<file path="src/rtl/ntt_stream_loader_pkg.sv">
// Shared types and helpers for the NTT stream loader.
// Optional feature macro: NTT_LOADER_LAST_CHECK_EN (s_last framing check, see top).
package ntt_loader_pkg;

    typedef enum logic [2:0] {
        ST_IDLE,
        ST_TFB,
        ST_TFC,
        ST_MEM,
        ST_FLUSH,
        ST_DONE
    } loader_state_e;

    typedef enum logic [1:0] {
        SEC_TFB,
        SEC_TFC,
        SEC_MEM
    } loader_sec_e;

    // Words per row for a section.
    function automatic int sec_len(loader_sec_e sec, int bn);
        case (sec)
            SEC_TFB: return bn - 1;
            SEC_TFC: return bn - 2;
            default: return bn;
        endcase
    endfunction

    // Rows per section.
    function automatic int sec_rows(loader_sec_e sec, int k_ite, int ma);
        case (sec)
            SEC_TFB: return k_ite;
            SEC_TFC: return 1;
            default: return ma;
        endcase
    endfunction

    // First enabled section in stream order; FLUSH when nothing is left.
    function automatic loader_state_e first_state(logic [2:0] en);
        if (en[0]) return ST_TFB;
        if (en[1]) return ST_TFC;
        if (en[2]) return ST_MEM;
        return ST_FLUSH;
    endfunction

endpackage

</file>
<file path="src/rtl/ntt_stream_loader_if.sv">
// Valid/ready word stream feeding the NTT stream loader.
interface ntt_stream_loader_if #(
    parameter int D_WIDTH = 32
) ();
    logic               s_valid;
    logic               s_ready;
    logic [D_WIDTH-1:0] s_data;
    logic               s_last;

    modport master (output s_valid, output s_data, output s_last, input s_ready);
    modport slave  (input s_valid, input s_data, input s_last, output s_ready);
endinterface

</file>
<file path="src/rtl/ntt_stream_loader_row_packer.sv">
// Packs accepted words into a row buffer of runtime length `len` and flags
// the beat that completes a row; `row` already contains that final word.
module ntt_row_packer #(
    parameter int D_WIDTH = 32,
    parameter int MAX_LEN = 16
) (
    input  logic                           clk,
    input  logic                           rst_n,
    input  logic [$clog2(MAX_LEN+1)-1:0]   len,
    input  logic                           beat,
    input  logic [D_WIDTH-1:0]             data,
    output logic                           row_done,
    output logic [MAX_LEN*D_WIDTH-1:0]     row
);
    localparam int IDX_W = $clog2(MAX_LEN);
    localparam int LEN_W = $clog2(MAX_LEN + 1);

    logic [IDX_W-1:0]                  idx_q;
    logic [MAX_LEN-1:0][D_WIDTH-1:0]   words_q;
    logic [MAX_LEN-1:0][D_WIDTH-1:0]   row_d;
    logic                              at_end;

    assign at_end   = (LEN_W'(idx_q) == len - LEN_W'(1));
    assign row_done = beat & at_end;
    assign row      = row_d;

    // Bank index: advances per beat, clears when the row completes.
    // NOTE: sequential state uses non-blocking assignments so every flop samples pre-edge values.
    always_ff @(posedge clk or negedge rst_n) begin
        if (!rst_n) begin
            idx_q <= '0;
        end else if (beat) begin
            idx_q <= at_end ? '0 : idx_q + IDX_W'(1);
        end
    end

    // Row buffer storage.
    // NOTE: no reset on the buffer: the index resets, and every bank is rewritten before a row can complete.
    always_ff @(posedge clk) begin
        if (beat) begin
            words_q[idx_q] <= data;
        end
    end

    // Row view including the word arriving this cycle.
    // NOTE: assign the default first so no path leaves row_d unassigned (no latch).
    always_comb begin
        row_d = words_q;
        if (beat) begin
            row_d[idx_q] = data;
        end
    end

endmodule

</file>
<file path="src/rtl/ntt_stream_loader.sv">
// Streaming preload engine: packs a word stream into TF base rows, the TF
// const row and coefficient memory rows, then pulses load_done.
// Optional feature macro: NTT_LOADER_LAST_CHECK_EN enables the s_last
// framing check driving a sticky err; otherwise s_last is ignored, err = 0.
module ntt_stream_loader
    import ntt_loader_pkg::*;
#(
    parameter int D_WIDTH = 32,
    parameter int BN      = 16,
    parameter int MA      = 64,
    parameter int K_ITE   = 4
) (
    input  logic                       clk,
    input  logic                       rst_n,
    input  logic                       go,
    input  logic [2:0]                 sec_en,
    ntt_stream_loader_if.slave         strm,
    output logic                       tfb_we,
    output logic [$clog2(K_ITE)-1:0]   tfb_addr,
    output logic [(BN-1)*D_WIDTH-1:0]  tfb_row,
    output logic                       tfc_we,
    output logic [(BN-2)*D_WIDTH-1:0]  tfc_row,
    output logic                       mem_we,
    output logic [$clog2(MA)-1:0]      mem_addr,
    output logic [BN*D_WIDTH-1:0]      mem_row,
    output logic                       busy,
    output logic                       load_done,
    output logic                       err
);
    localparam int LEN_W    = $clog2(BN + 1);
    localparam int MAX_ROWS = (MA > K_ITE) ? MA : K_ITE;
    localparam int ROW_W    = $clog2(MAX_ROWS + 1);
    localparam int TFB_AW   = $clog2(K_ITE);
    localparam int MEM_AW   = $clog2(MA);

    loader_state_e             state_q, state_d;
    loader_sec_e               cur_sec;
    logic [2:1]                sec_en_q;
    logic [ROW_W-1:0]          row_cnt_q;
    logic                      in_sec;
    logic                      beat;
    logic                      row_done;
    logic                      last_row;
    logic                      sec_end;
    logic [LEN_W-1:0]          pk_len;
    logic [BN*D_WIDTH-1:0]     pk_row;

    assign in_sec        = (state_q == ST_TFB) || (state_q == ST_TFC) || (state_q == ST_MEM);
    assign strm.s_ready  = in_sec;
    assign beat          = strm.s_valid & in_sec;
    assign busy          = (state_q != ST_IDLE);
    assign load_done     = (state_q == ST_DONE);
    assign pk_len        = LEN_W'(sec_len(cur_sec, BN));
    assign last_row      = (row_cnt_q == ROW_W'(sec_rows(cur_sec, K_ITE, MA) - 1));
    assign sec_end       = row_done & last_row;

    ntt_row_packer #(
        .D_WIDTH (D_WIDTH),
        .MAX_LEN (BN)
    ) u_packer (
        .clk      (clk),
        .rst_n    (rst_n),
        .len      (pk_len),
        .beat     (beat),
        .data     (strm.s_data),
        .row_done (row_done),
        .row      (pk_row)
    );

    // Section currently being filled (TFB outside the section states; no beats there).
    always_comb begin
        cur_sec = SEC_TFB;
        case (state_q)
            ST_TFC:  cur_sec = SEC_TFC;
            ST_MEM:  cur_sec = SEC_MEM;
            default: cur_sec = SEC_TFB;
        endcase
    end

    // Next-state: walk enabled sections in order, then FLUSH and DONE.
    always_comb begin
        state_d = state_q;
        case (state_q)
            ST_IDLE:  if (go) state_d = (sec_en == 3'b000) ? ST_DONE : first_state(sec_en);
            ST_TFB:   if (sec_end) state_d = first_state({sec_en_q, 1'b0});
            ST_TFC:   if (sec_end) state_d = first_state({sec_en_q[2], 2'b00});
            ST_MEM:   if (sec_end) state_d = ST_FLUSH;
            ST_FLUSH: state_d = ST_DONE;
            ST_DONE:  state_d = ST_IDLE;
            default:  state_d = ST_IDLE;
        endcase
    end

    // State register and section enables captured at an accepted go.
    always_ff @(posedge clk or negedge rst_n) begin
        if (!rst_n) begin
            state_q  <= ST_IDLE;
            sec_en_q <= '0;
        end else begin
            state_q <= state_d;
            if (state_q == ST_IDLE && go) begin
                sec_en_q <= sec_en[2:1];
            end
        end
    end

    // Row address: counts completed rows, back to 0 when a section ends.
    always_ff @(posedge clk or negedge rst_n) begin
        if (!rst_n) begin
            row_cnt_q <= '0;
        end else if (sec_end) begin
            row_cnt_q <= '0;
        end else if (row_done) begin
            row_cnt_q <= row_cnt_q + ROW_W'(1);
        end
    end

    // Output write ports: one-cycle strobe with row and address registered alongside.
    always_ff @(posedge clk or negedge rst_n) begin
        if (!rst_n) begin
            tfb_we   <= 1'b0;
            tfb_addr <= '0;
            tfb_row  <= '0;
            tfc_we   <= 1'b0;
            tfc_row  <= '0;
            mem_we   <= 1'b0;
            mem_addr <= '0;
            mem_row  <= '0;
        end else begin
            tfb_we <= row_done && (state_q == ST_TFB);
            tfc_we <= row_done && (state_q == ST_TFC);
            mem_we <= row_done && (state_q == ST_MEM);
            if (row_done && state_q == ST_TFB) begin
                tfb_addr <= row_cnt_q[TFB_AW-1:0];
                tfb_row  <= pk_row[(BN-1)*D_WIDTH-1:0];
            end
            if (row_done && state_q == ST_TFC) begin
                tfc_row <= pk_row[(BN-2)*D_WIDTH-1:0];
            end
            if (row_done && state_q == ST_MEM) begin
                mem_addr <= row_cnt_q[MEM_AW-1:0];
                mem_row  <= pk_row;
            end
        end
    end

`ifdef NTT_LOADER_LAST_CHECK_EN
    // Sticky framing error: s_last must mark exactly the final word of each section.
    always_ff @(posedge clk or negedge rst_n) begin
        if (!rst_n) begin
            err <= 1'b0;
        end else if (state_q == ST_IDLE && go) begin
            err <= 1'b0;
        end else if (beat && (strm.s_last != sec_end)) begin
            err <= 1'b1;
        end
    end
`else
    logic unused_last;
    assign unused_last = strm.s_last;
    assign err         = 1'b0;
`endif

endmodule

</file>
<file path="src/flat_wrapper.sv">
// flat-port wrapper written by rule: the top's interface ports become plain ports
module ntt_stream_loader_flat import ntt_loader_pkg::*;
#(
    parameter int D_WIDTH = 32,
    parameter int BN      = 16,
    parameter int MA      = 64,
    parameter int K_ITE   = 4
)
  (clk, rst_n, go, sec_en, tfb_we, tfb_addr, tfb_row, tfc_we, tfc_row, mem_we, mem_addr, mem_row, busy, load_done, err, strm_s_valid, strm_s_data, strm_s_last, strm_s_ready);
  ntt_stream_loader_if #(.D_WIDTH(D_WIDTH)) strm_i ();
  input  logic clk;
  input  logic rst_n;
  input  logic go;
  input  logic [2:0] sec_en;
  output logic tfb_we;
  output logic [$clog2(K_ITE)-1:0] tfb_addr;
  output logic [(BN-1)*D_WIDTH-1:0] tfb_row;
  output logic tfc_we;
  output logic [(BN-2)*D_WIDTH-1:0] tfc_row;
  output logic mem_we;
  output logic [$clog2(MA)-1:0] mem_addr;
  output logic [BN*D_WIDTH-1:0] mem_row;
  output logic busy;
  output logic load_done;
  output logic err;
  input wire logic [$bits(strm_i.s_valid)-1:0] strm_s_valid;
  input wire logic [$bits(strm_i.s_data)-1:0] strm_s_data;
  input wire logic [$bits(strm_i.s_last)-1:0] strm_s_last;
  output wire logic [$bits(strm_i.s_ready)-1:0] strm_s_ready;
  assign strm_i.s_valid = strm_s_valid;
  assign strm_i.s_data = strm_s_data;
  assign strm_i.s_last = strm_s_last;
  assign strm_s_ready = strm_i.s_ready;
  ntt_stream_loader #(.D_WIDTH(D_WIDTH), .BN(BN), .MA(MA), .K_ITE(K_ITE)) u_core (.clk(clk), .rst_n(rst_n), .go(go), .sec_en(sec_en), .strm(strm_i), .tfb_we(tfb_we), .tfb_addr(tfb_addr), .tfb_row(tfb_row), .tfc_we(tfc_we), .tfc_row(tfc_row), .mem_we(mem_we), .mem_addr(mem_addr), .mem_row(mem_row), .busy(busy), .load_done(load_done), .err(err));
endmodule
</file>
<file path="config.mk">
export PLATFORM = sky130hd
export DESIGN_NAME = ntt_stream_loader_flat
export DESIGN_NICKNAME = d
export VERILOG_FILES = /design/src/rtl/ntt_stream_loader_pkg.sv /design/src/rtl/ntt_stream_loader_if.sv /design/src/rtl/ntt_stream_loader_row_packer.sv /design/src/rtl/ntt_stream_loader.sv /design/src/flat_wrapper.sv
export SDC_FILE = /design/constraint.sdc
export NUM_CORES = 2
export LEC_CHECK = 0
export ABC_AREA = 1
export ABC_CLOCK_PERIOD_IN_PS = 2210
export CAP_MARGIN = 5
export CORE_AREA = 2 2 580 582
export DETAILED_ROUTE_END_ITERATION = 12
export DIE_AREA = 0 0 582 584
export PLACE_DENSITY = 0.4
export SLEW_MARGIN = 40
export SYNTH_ARGS = -nofsm -noshare
export SYNTH_HDL_FRONTEND = slang
export SYNTH_SLANG_ARGS = --single-unit
</file>
<file path="constraint.sdc">
create_clock -name clk -period 2.21 [get_ports clk]
set_input_delay 0.5525 -clock clk [delete_from_list [all_inputs] [get_ports clk]]
set_output_delay 0.5525 -clock clk [all_outputs]
set_load 0.02 [all_outputs]
</file>
### Word level (Yosys, flattened, before mapping)

Cells that the tools add are included.
W data, S select, Z words.

* output and inout port bits: 1455
* logic and storage cells: 111
* input port bits: 40
* bits in registers: 1979

* add/sub/neg operators: 4
* reduce and logical (&&, ||, !) cells: 13
* equality and inequality tests: 12
* bitwise operators: 3
* $lt $le $gt $ge: 2
* mux-type cells: 49

Operators with widths (count)
* $bwmux W512: 1
* $mux W512: 1
* $demux W32 S4: 1
* $mux W3: 17
* $mux W32: 1
* $mux W1: 21
* $pmux W3 S5: 1
* $mux W7: 2
* $pmux W7 S2: 1
* $pmux W5 S2: 1
* $add A7 B1 Y7 const B: 1
* $eq A7 B7 Y1: 1
* $sub A7 B1 Y7 const B: 1
* $eq A3 B2 Y1 const B: 2
* $eq A3 B3 Y1 const B: 2
* $logic_not A3 Y1: 2
* $ne A2 B1 Y1 const B: 3
* $eq A4 B5 Y1: 1
* $logic_and A1 B1 Y1: 5
* $lt A4 B5 Y1 const B: 1
* $sub A5 B1 Y5 const B: 1
* $add A4 B1 Y4 const B: 1
* $ge A4 B1 Y1 const B: 1
* $mux W4: 1
* other kinds (10): 13

### Longest topological paths before layout

* word-level depth: 17
* depth in mapped cells: 15
* depth with buffers taken out: 11

### Modules after synthesis

From an unflattened synthesis, not the netlist that was laid out.

* cells, all modules: 7084
* area total of the unflattened synthesis: 70687.8 µm²

By module, submodules not included
* ntt_stream_loader: seq. area each 36610.1 µm², area each 54469.7 µm², cells each 5292, times used 1
* ntt_row_packer: seq. area each 10349.9 µm², area each 16218.1 µm², cells each 1792, times used 1

### Worst setup path after synthesis

Ideal clock, no wire load.

* kind: flip-flop to flip-flop
* from: register u_core.state_q[1]
* to: register u_core.tfb_row[475]
* data required time: 2.075 ns
* period minus slack after synthesis: 2.164 ns
* arrival: 2.029 ns
* stages on the path, launching flop included: 15
* setup time: 0.135 ns
* buffers on the path: 5
* path slack: 0.046 ns
* cells stage by stage: dfrtp_1 > buf_2 > nor2_1 > nor2_2 > nand2_2 > inv_4 > nand3_4 > nor2_4 > inv_2 > buf_6 > buf_2 > buf_2 > buf_2 > nand2_1 > o21ai_0

* elaborated cells on any way between the ends: 15
* classes of those cells: add/sub: 1; eq/ne: 5; mux: 3; bitwise: 2; reduce/logical: 4

RTL lines
* start, declared: line ntt_stream_loader.sv:36 `loader_state_e state_q, state_d;`
* start signal, assigned: line ntt_stream_loader.sv:100 `state_q <= state_d;`
* $eq A3 B1 Y1 / $eq A3 B2 Y1 (equally long branches): line ntt_stream_loader.sv:48 `assign in_sec = (state_q == ST_TFB) || (state_q == ST_TFC) || (state_q == ST_MEM);`
* $logic_or A1 B1 Y1: line ntt_stream_loader.sv:48
* $logic_or A1 B1 Y1 *: line ntt_stream_loader.sv:48
* named net strm_s_ready: line flat_wrapper.sv:29 `output wire logic [$bits(strm_i.s_ready)-1:0] strm_s_ready;`
* $and A1 B1 Y1 *: line ntt_stream_loader.sv:50 `assign beat = strm.s_valid & in_sec;`
* $and A1 B1 Y1: line ntt_stream_loader_row_packer.sv:24 `assign row_done = beat & at_end;`
* $logic_and A1 B1 Y1: line ntt_stream_loader.sv:133 `if (row_done && state_q == ST_TFB) begin`
* end signal, assigned: line ntt_stream_loader.sv:135 `tfb_row <= pk_row[(BN-1)*D_WIDTH-1:0];`
* end, declared: line ntt_stream_loader.sv:20 `output logic [(BN-1)*D_WIDTH-1:0] tfb_row,`

Mark *: on every way through the listed nets, which the timed path passes. The rest lies on a longest branch.
A chain may end at the register's enable or synchronous reset.

### Final worst setup path

* from: register u_core.state_q[1]
* to: output port load_done

* word-level cells in the longest chain between the ends: 1

Ends and longest elaborated chain
* $eq A3 B3 Y1: line ntt_stream_loader.sv:52 `assign load_done = (state_q == ST_DONE);`
* end, declared: line flat_wrapper.sv:24 `output logic load_done;`

No other way between the ends.

==> results.toml <==
[critical_path]
r2r_cells = 18
slowest_stage = "dfrtp_2"
cp.depth = 3
endpoint_kind = "primary output"
start_kind = "flip-flop"
r2r_end = "u_core.tfc_row[75]"
worstPathArrival_ns = 1.82
cp_slowest_stage_delay_ns = 0.43
path_cells = "buf_6 > nor3_4 > buf_12"
cpLargestDelayFamily = "flip-flops"
regToRegSetupSlack_ns = -0.15
path_max_fanout = 2
crit_buf_inv = 2
crit_type = "flip-flop to primary output"
crit_required_ns = 1.66
r2r-start = "u_core.state_q[1]"

[timing]
setup_viol = 914
finalCriticalPeriod_ns = 2.37
finalSetupTns_ns = -47.15
rsz0062_at_grt = "yes"
finalClockSkew_ns = 0.0820
layout_setup_ws_ns = -0.162
worst_pin_slew_ns = 0.650
drv_slew = 0
finalCritPeriodShare_pct = 107
finalHoldViolations = 0
relSlewSlack_pct = 56.2
clock.fmax_mhz = 422

[clock_tree]
numCtsBuffers = 226
root_buffer = "clkbuf_16"
cts.sinks = 1979
cts_buffer_depth = 4
clkTransAtPathRegs_ns = 0.06
htree_levels = 4
clk_latency_ns = 0.92
cts_tree = "built"

[die]
die_area_um2 = 340000
core_area_um2 = 333000
chipHeight_um = 584
die_w_um = 582
start_util_pct = 21.0
ios = 1495
rows = 212

[layout]
final_common_cell = "nand2_1"
syn2layout_area_growth_pct = 56.1
finalNetCount = 9622
register_area_um2 = 47000
final_cell_mix = "2,666 x nand2_1, 1,421 x dfrtp_1, 847 x o21ai_0"
num-fill-cells = 34200
multi_input_area_um2 = 20700
stdcell_count = 14200
drive_gt1_share_pct = 30.1

[drt]
first_iter_violations = 4934
first_pass_iters = 5
routed_via_density = 4.34
drtAntennaViolNets = 0
drt_wl_total_um = 407000
drc_errors = 0
vias = 61600
wl_per_cell_um = 28.7

[worst_hold_path]
hp-class = "input port to asynchronous set/reset pin"

[flow_run]
maxCapViolCount = 0

[power_and_ir_drop]
total_power_mw = 137
power_density_nw_per_um2 = 1260
p_switching_mw = 52.4
seqPwrFrac_pct = 37.6
p_leak_nw = 52.3
power.internal_mw = 84.6
ir_drop_v = 0.000772
p_comb_share_pct = 33.4
swShare_pct = 38.3
pwr-share-clk_pct = 29.0

[synth]
syn-cell-area_um2 = 69800
ys_seq_area_share_pct = 67.3
avgSynthCellArea_um2 = 9.38
syn-num-nets = 7489
synthCells = 7444
ys_ff_latch = 1979
yosysUniqueCellTypes = 29
yosysWarnings = 0

[placed_design]
dp_hpwl_um = 285000
gp_congestion = 0.853
dp.cells = 13500
io_buffer_count = 1492

[run_status]
violations = "negative setup slack"
status = "finished with violations"

[global_route]
track_usage_pct = 21.8
grt_antenna_before_repair = 45
grt-ovfl-total = 0
grt_max_degree = 86
grt_pass1_wl_um = 514000
grt_pass1_vias = 59000
-- worst reg2reg max path, stage by stage, from the launching register on --
cell	delay, ns
dfrtp_2	0.40
buf_6	0.12
buf_6	0.12
inv_2	0.04
nor2_2	0.12
nand3_1	0.08
nand2_1	0.08
inv_2	0.05
nand3_4	0.12
inv_4	0.05
nand2_4	0.10
buf_12	0.13
buf_16	0.17
clkinv_16	0.12
buf_12	0.15
clkbuf_16	0.18
clkbuf_16	0.19
nand2_2	0.07
nand2_1	0.05
-- worst max-delay path by stage --
stage | startpoint | endpoint | slack, ns
final | u_core.state_q[1] | load_done | -0.16
after global routing | u_core.state_q[0] | load_done | -0.28
after CTS | u_core.state_q[0] | busy | -0.28
after detailed placement | strm_s_valid | u_core.tfc_row[387] | -1.06
after global placement | strm_s_valid | u_core.tfc_row[387] | -1.11
after floorplan | u_core.state_q[1] | u_core.tfb_row[475] | 0.05
-- through the flow --
stage,setup WS (ns),hold WS (ns),util [%],cell area (um2)
after floorplan,0.0461,0.257,-,69800
after global placement,-1.11,0.446,28.8,95800
after detailed placement,-1.06,0.451,28.8,95800
after CTS,-0.281,0.114,31.1,103000
after global routing,-0.276,0.140,32.7,109000
final,-0.162,0.183,32.7,109000
-- cell type report --
class / instances / share of cell area [%]
multi-input cells: 4527 / 19.0
diodes: 32 / 0.0735
well taps: 4387 / 5.03
clock inverters: 89 / 1.07
flip-flops and latches: 1979 / 43.1
clock buffers: 336 / 6.08
repair buffers: 2360 / 23.9
inverters: 483 / 1.76
-- cell usage after synthesis --
master	n	area [um2]
ha_1	5	62.6
inv_2	11	41.3
buf_6	3	33.8
or2_2	1	6.26
a21oi_1	36	180
buf_2	145	726
buf_1	6	22.5
xor2_1	3	26.3
dfxtp_1	512	10200
nand2_2	1	6.26
inv_4	1	6.26
nor2_1	56	210
o22ai_1	1	6.26
nor3b_1	2	15.0
conb_1	1	3.75
dfrtp_1	1467	36700
nand3_1	17	85.1
nor3_1	4	20.0
nand4_1	3	18.8
nand3_4	1	17.5
buf_4	2	15.0
o211ai_1	1	7.51
clkbuf_1	301	1130
nand2_1	2831	10600
o21ai_0	1155	5780
inv_1	471	1770
nor2_4	2	22.5
nor2_2	3	18.8
o21ai_1	402	2010
-- sequential cells by signal (all words and copies together) (netlist names) --
register                 count
u_core.mem_we                1
u_core.sec_en_q              2
u_core.tfc_row             448
u_core.tfb_addr              2
u_core.u_packer.idx_q        4
u_core.mem_addr              6
u_core.row_cnt_q             7
u_core.u_packer.words_q    512
u_core.tfb_row             480
u_core.mem_row             512
u_core.tfc_we                1
u_core.tfb_we                1
u_core.state_q               3
-- layer usage --
metal	share of wire (%)	GRT usage, %	up-vias	routed length, um
met5	0	0	-	0
met4	4.0	7.52	0	16100
met3	7.8	5.77	465	31900
met2	48	36.6	2371	194000
met1	40	26.9	30800	164000
li1	-	-	28000	-
-- cell families (layout without fill, tap and decap cells) --
| family | Yosys count | count (layout) | synth area share (%) |
|---|---|---|---|
| other cells | 1 | 33 | 0.00537 |
| buf+inv | 940 | 3268 | 5.36 |
| fa+ha+maj | 5 | 5 | 0.0896 |
| xor+xnor | 3 | 3 | 0.0376 |
| simple gates | 2921 | 2923 | 15.8 |
| compound gates | 1595 | 1595 | 11.4 |
| flops | 1979 | 1979 | 67.3 |
-- power groups by stage --
stage | sequential, mW | combinational (mW) | clock (mW)
6_report | 51.6 | 45.7 | 39.7
5_1_grt | 52.5 | 48.9 | 42.1
4_1_cts | 51.4 | 44.3 | 40.6
3_5_place_dp | 51.9 | 46.1 | 0
3_3_place_gp | 51.7 | 45.7 | 0
2_1_floorplan | 57.2 | 12.0 | 0
-- what timing repair did --
item                                     CTS  global route
pin swaps                                  9            73
gates cloned                              29           136
endpoints found under the hold margin    224             0
hold buffers                               1             0
gates resized for setup                 4968           764
endpoints found under the setup margin  2787          1403
setup buffers                             43            67
(Power assumes the default switching activity.)
